===== config.mk =====
export PLATFORM = sky130hd
export DESIGN_NAME = tia_dl_bank
export DESIGN_NICKNAME = d
export VERILOG_FILES = /design/src/rtl/tia_dl_bank.sv
export SDC_FILE = /design/constraint.sdc
export NUM_CORES = 1
export LEC_CHECK = 0
export BUFFER_PORTS_ARGS = -buffer_cell sky130_fd_sc_hd__buf_2
export CELL_PAD_IN_SITES_DETAIL_PLACEMENT = 0
export CELL_PAD_IN_SITES_GLOBAL_PLACEMENT = 1
export CORE_UTILIZATION = 33
export DETAILED_ROUTE_END_ITERATION = 7
export PLACE_DENSITY = 0.85
export RECOVER_POWER = 25
export REMOVE_ABC_BUFFERS = 1
export SYNTH_ARGS = -nofsm -noshare
export SYNTH_HDL_FRONTEND = slang
export SYNTH_SLANG_ARGS = --single-unit

===== constraint.sdc =====
create_clock -name clk -period 1.6 [get_ports clk]
set_input_delay 0.08 -clock clk [delete_from_list [all_inputs] [get_ports clk]]
set_output_delay 0.08 -clock clk [all_outputs]
set_load 0.05 [all_outputs]

===== src/rtl/tia_dl_bank.sv =====
// rtl/tia_dl_bank.sv - maskable bank of sticky set-until-cleared latches
//
// Purpose:
//   WIDTH independent latches that set on a requested, enabled input and stay
//   set until reset or a synchronous clear.
//   Capture happens in two stages on the same clock:
//     - The sample stage registers the enabled request.
//     - The commit stage ORs that sample into the latch state.
//   A request present at edge n is therefore visible on out after edge n+1.
//   EDGE selects the capture mode: level capture, or rising-edge capture of each input.
//   A registered 2-bit read port returns one latch pair per address.
//
// Ports:
//   clk      in   1       clock, all state on posedge
//   r        in   1       asynchronous reset, active-high
//   clr      in   1       synchronous clear of latches and sample stage
//   in       in   WIDTH   per-channel set request
//   en       in   WIDTH   per-channel capture enable (1 = armed)
//   rd_addr  in   ADDR_W  selects latch pair {2a+1, 2a}
//   rd_data  out  2       registered read of the selected pair
//   out      out  WIDTH   latch state
//   any      out  1       OR of all latches, same cycle as out

module tia_dl_bank #(
  parameter int WIDTH  = 15,
  parameter int EDGE   = 0,
  parameter int ADDR_W = 3
) (
  input  logic              clk,
  input  logic              r,
  input  logic              clr,
  input  logic [WIDTH-1:0]  in,
  input  logic [WIDTH-1:0]  en,
  input  logic [ADDR_W-1:0] rd_addr,
  output logic [1:0]        rd_data,
  output logic [WIDTH-1:0]  out,
  output logic              any
);

  // Read space is always a whole number of pairs; bits above WIDTH read 0.
  localparam int PAD_W = 2 * (2 ** ADDR_W);

  logic [WIDTH-1:0] samp;
  logic [WIDTH-1:0] req;
  logic [PAD_W-1:0] out_pad;

  generate
    if (EDGE != 0) begin : g_edge
      // in_d clears on reset, so an input already high at reset release
      // is treated as a fresh rising edge.
      logic [WIDTH-1:0] in_d;

      // in_d keeps tracking the input through clr, so a held input does not
      // register as a new edge after a clear.
      always_ff @(posedge clk or posedge r) begin
        if (r) begin
          in_d <= '0;
        end else begin
          in_d <= in;
        end
      end

      assign req = in & ~in_d & en;
    end else begin : g_level
      assign req = in & en;
    end
  endgenerate

  // Clear beats set.
  // clr discards both the request sampled at the clr edge and the one
  // already waiting in samp.
  always_ff @(posedge clk or posedge r) begin
    if (r) begin
      samp <= '0;
      out  <= '0;
    end else if (clr) begin
      samp <= '0;
      out  <= '0;
    end else begin
      samp <= req;
      out  <= out | samp;
    end
  end

  always_comb begin
    out_pad              = '0;
    out_pad[WIDTH-1:0]   = out;
  end

  // The read port registers the current latch state, so it lags out by one cycle.
  always_ff @(posedge clk or posedge r) begin
    if (r) begin
      rd_data <= 2'b00;
    end else begin
      rd_data <= out_pad[{rd_addr, 1'b0} +: 2];
    end
  end

  assign any = |out;

endmodule

==> impl_metrics.toml <==
[route]
wl_met1_mm = 1.12
drtIter0Drc = 29
wl_met3_um = 204
route.detailed.drc = 0
dr_wl_met2_mm = 1.57
drt-total-wl_mm = 2.96
vias = 1120
ant_nets = 0
via_per_inst = 4.48
highest-signal-layer = "met4"
firstDrtPassIters = 4
wl_per_cell_um = 11.8

[worst_setup_path]
required_ns = 1.52
arrival_ns = 1.46
crit_path_end_kind = "primary output"
critPathKind = "register to primary output"
timing.reg2reg.setup_slack_ns = 0.27
startpoint_type = "register"
crit_fanout = 4

[die]
rows = 21
coreArea_mm2 = 0.00342
pin_count = 54
initial_core_util = 0.353
dieWidth_um = 62.5
die-area_mm2 = 0.00391
die_h_um = 62.5

[finish]
drive_above_1_share = 0.319
area_growth_syn_to_layout_pct = 60.6
final_nets = 239
fill_cells = 303
finalNonFillerCells = 250
antenna_cells = 0

[yosys]
ys_top_cells_by_count = "nor2_1 (45), dfrtp_1 (32), nand2_1 (15)"
yosys_warnings = 0
synth_enable_flop_cells = 0
syn_inst = 113
avgSynthCellArea_um2 = 10.7
synth_async_sr_flop_share = 1.00
synth_area_leaders = "dfrtp_1 (66%), nor2_1 (14%), nand2_1 (4.7%)"
yosysTopAreaCellShare = 0.663
synth.most_common_cell = "nor2_1"
synth-seq-cells = 32
synth-seq-area-share = 0.663
synthesis.area_mm2 = 0.00121
synth_top_cell_by_area = "dfrtp_1"
synth_cell_type_count = 16
synthFlopType = "dfrtp_1"

[timing]
drv_slew = 0
slew_headroom = 0.497
min_period_ns = 1.54
finalSetupViolCount = 0
hold_violations = 0
finalCritPeriodShare = 0.960
rsz0062_at_grt = "false"
fin_worst_skew_ns = 0.00794
max_clock_freq_mhz = 651
worstMarginPinSlew_ns = 0.754
tns_ns = 0

[grt]
antenna_found_initial = 0
grt_usage = 0.175
grt_pass1_wl_mm = 5.09
grt_max_degree = 33
grt_pass1_vias = 1118
grt_overflow = 0

[cts]
insertion_delay_ns = 0.33
cts_max_level = 2
cts.sinks = 32
path_clk_slew_ns = 0.09
cts_root_buf = "clkbuf_4"
cts_tree = "built"
cts_buffer_depth = 2
cts_buffers = 5
post_cts_buffers = 0

[power_and_ir_drop]
power.density_mw_per_mm2 = 972
p_leak_uw = 0.00101
peakVddDrop_mv = 0.463

[placed_design]
port_buffers = 53
placed_cells = 210
gp_congestion = 0.758

[run_status]
status = "finished clean"

[hold_path]
worstHoldPathType = "input port to register"

[run]
maxCapViolations = 0
power breakdown:
part | switching, µW | leakage [µW] | internal (µW)
Sequential | 27.3 | 0.000430 | 847
Clock | 260 | 0.0000515 | 415
Combinational | 197 | 0.000525 | 140
logic make-up (layout without fill, tap and decap cells):
group	count (synthesis)	after routing	share of synthesized area
muxes	5	5	0.0715
and+or+nand+nor	69	69	0.233
AOI/OAI and AO/OA	3	3	0.0197
DFF	32	32	0.663
buffers and inverters	4	95	0.0124
cell type report:
cell class	instances	area, µm²	area share
clock inverters	1	30.0	0.0155
flip-flops and latches	32	801	0.413
repair buffers	86	591	0.305
clock buffers	7	65.1	0.0335
well taps	46	57.6	0.0297
multi-input cells	77	392	0.202
inverters	1	3.75	0.00194
worst max-delay path, stage by stage (launching register included):
cell     delay, ns
dfrtp_1       0.42
nor4_1        0.34
nand4_1       0.14
buf_2         0.23
per-stage QoR:
step                      hold slack (ns)   util  area (µm²)  total power, µW  worst slack (ns)
after global placement              0.173  0.447        1530             1160             0.340
after global routing               0.0487  0.568        1940             1970           0.00336
after CTS                          0.0232  0.568        1940             1900            0.0441
final                              0.0303  0.568        1940             1890            0.0642
after floorplan                     0.145      -        1200             1060             0.108
after detailed placement            0.177  0.447        1530             1170             0.291
worst paths after layout:
path,start,end,cells after the start
worst min register to register,samp[6],out[6],2
min in group asynchronous,r,out[3],4
worst min-delay path,rd_addr[1],rd_data[1],2
worst max register to register,out[10],rd_data[0],2
worst max-delay path,out[4],any,3
max in group asynchronous,r,out[11],4
per-layer routing:
metal,track usage,vias up
li1,-,545
met1,0.178,525
met2,0.311,43
met3,0.0602,7
met4,0.0930,0
met5,0,-
timing repair:
action	4_1_cts	5_1_grt
hold endpoints to repair	48	0
resized for setup	0	0
hold buffers	32	0
registers in the layout (all words and copies together) (netlist names):
name,count
rd_data,2
out,15
samp,15
layout by cell type (no fill, tap or decap), drive strengths merged, types with 2 or more instances in the layout:
master	synthesis	layout
buf	0	53
clkbuf	3	8
dfrtp	32	32
dlygate4sd3	0	32
mux2	3	3
mux4	2	2
nand2	15	15
nand2b	2	2
nor2	45	45
nor4	3	3
Note: power is estimated with default switching activity, not from simulation.
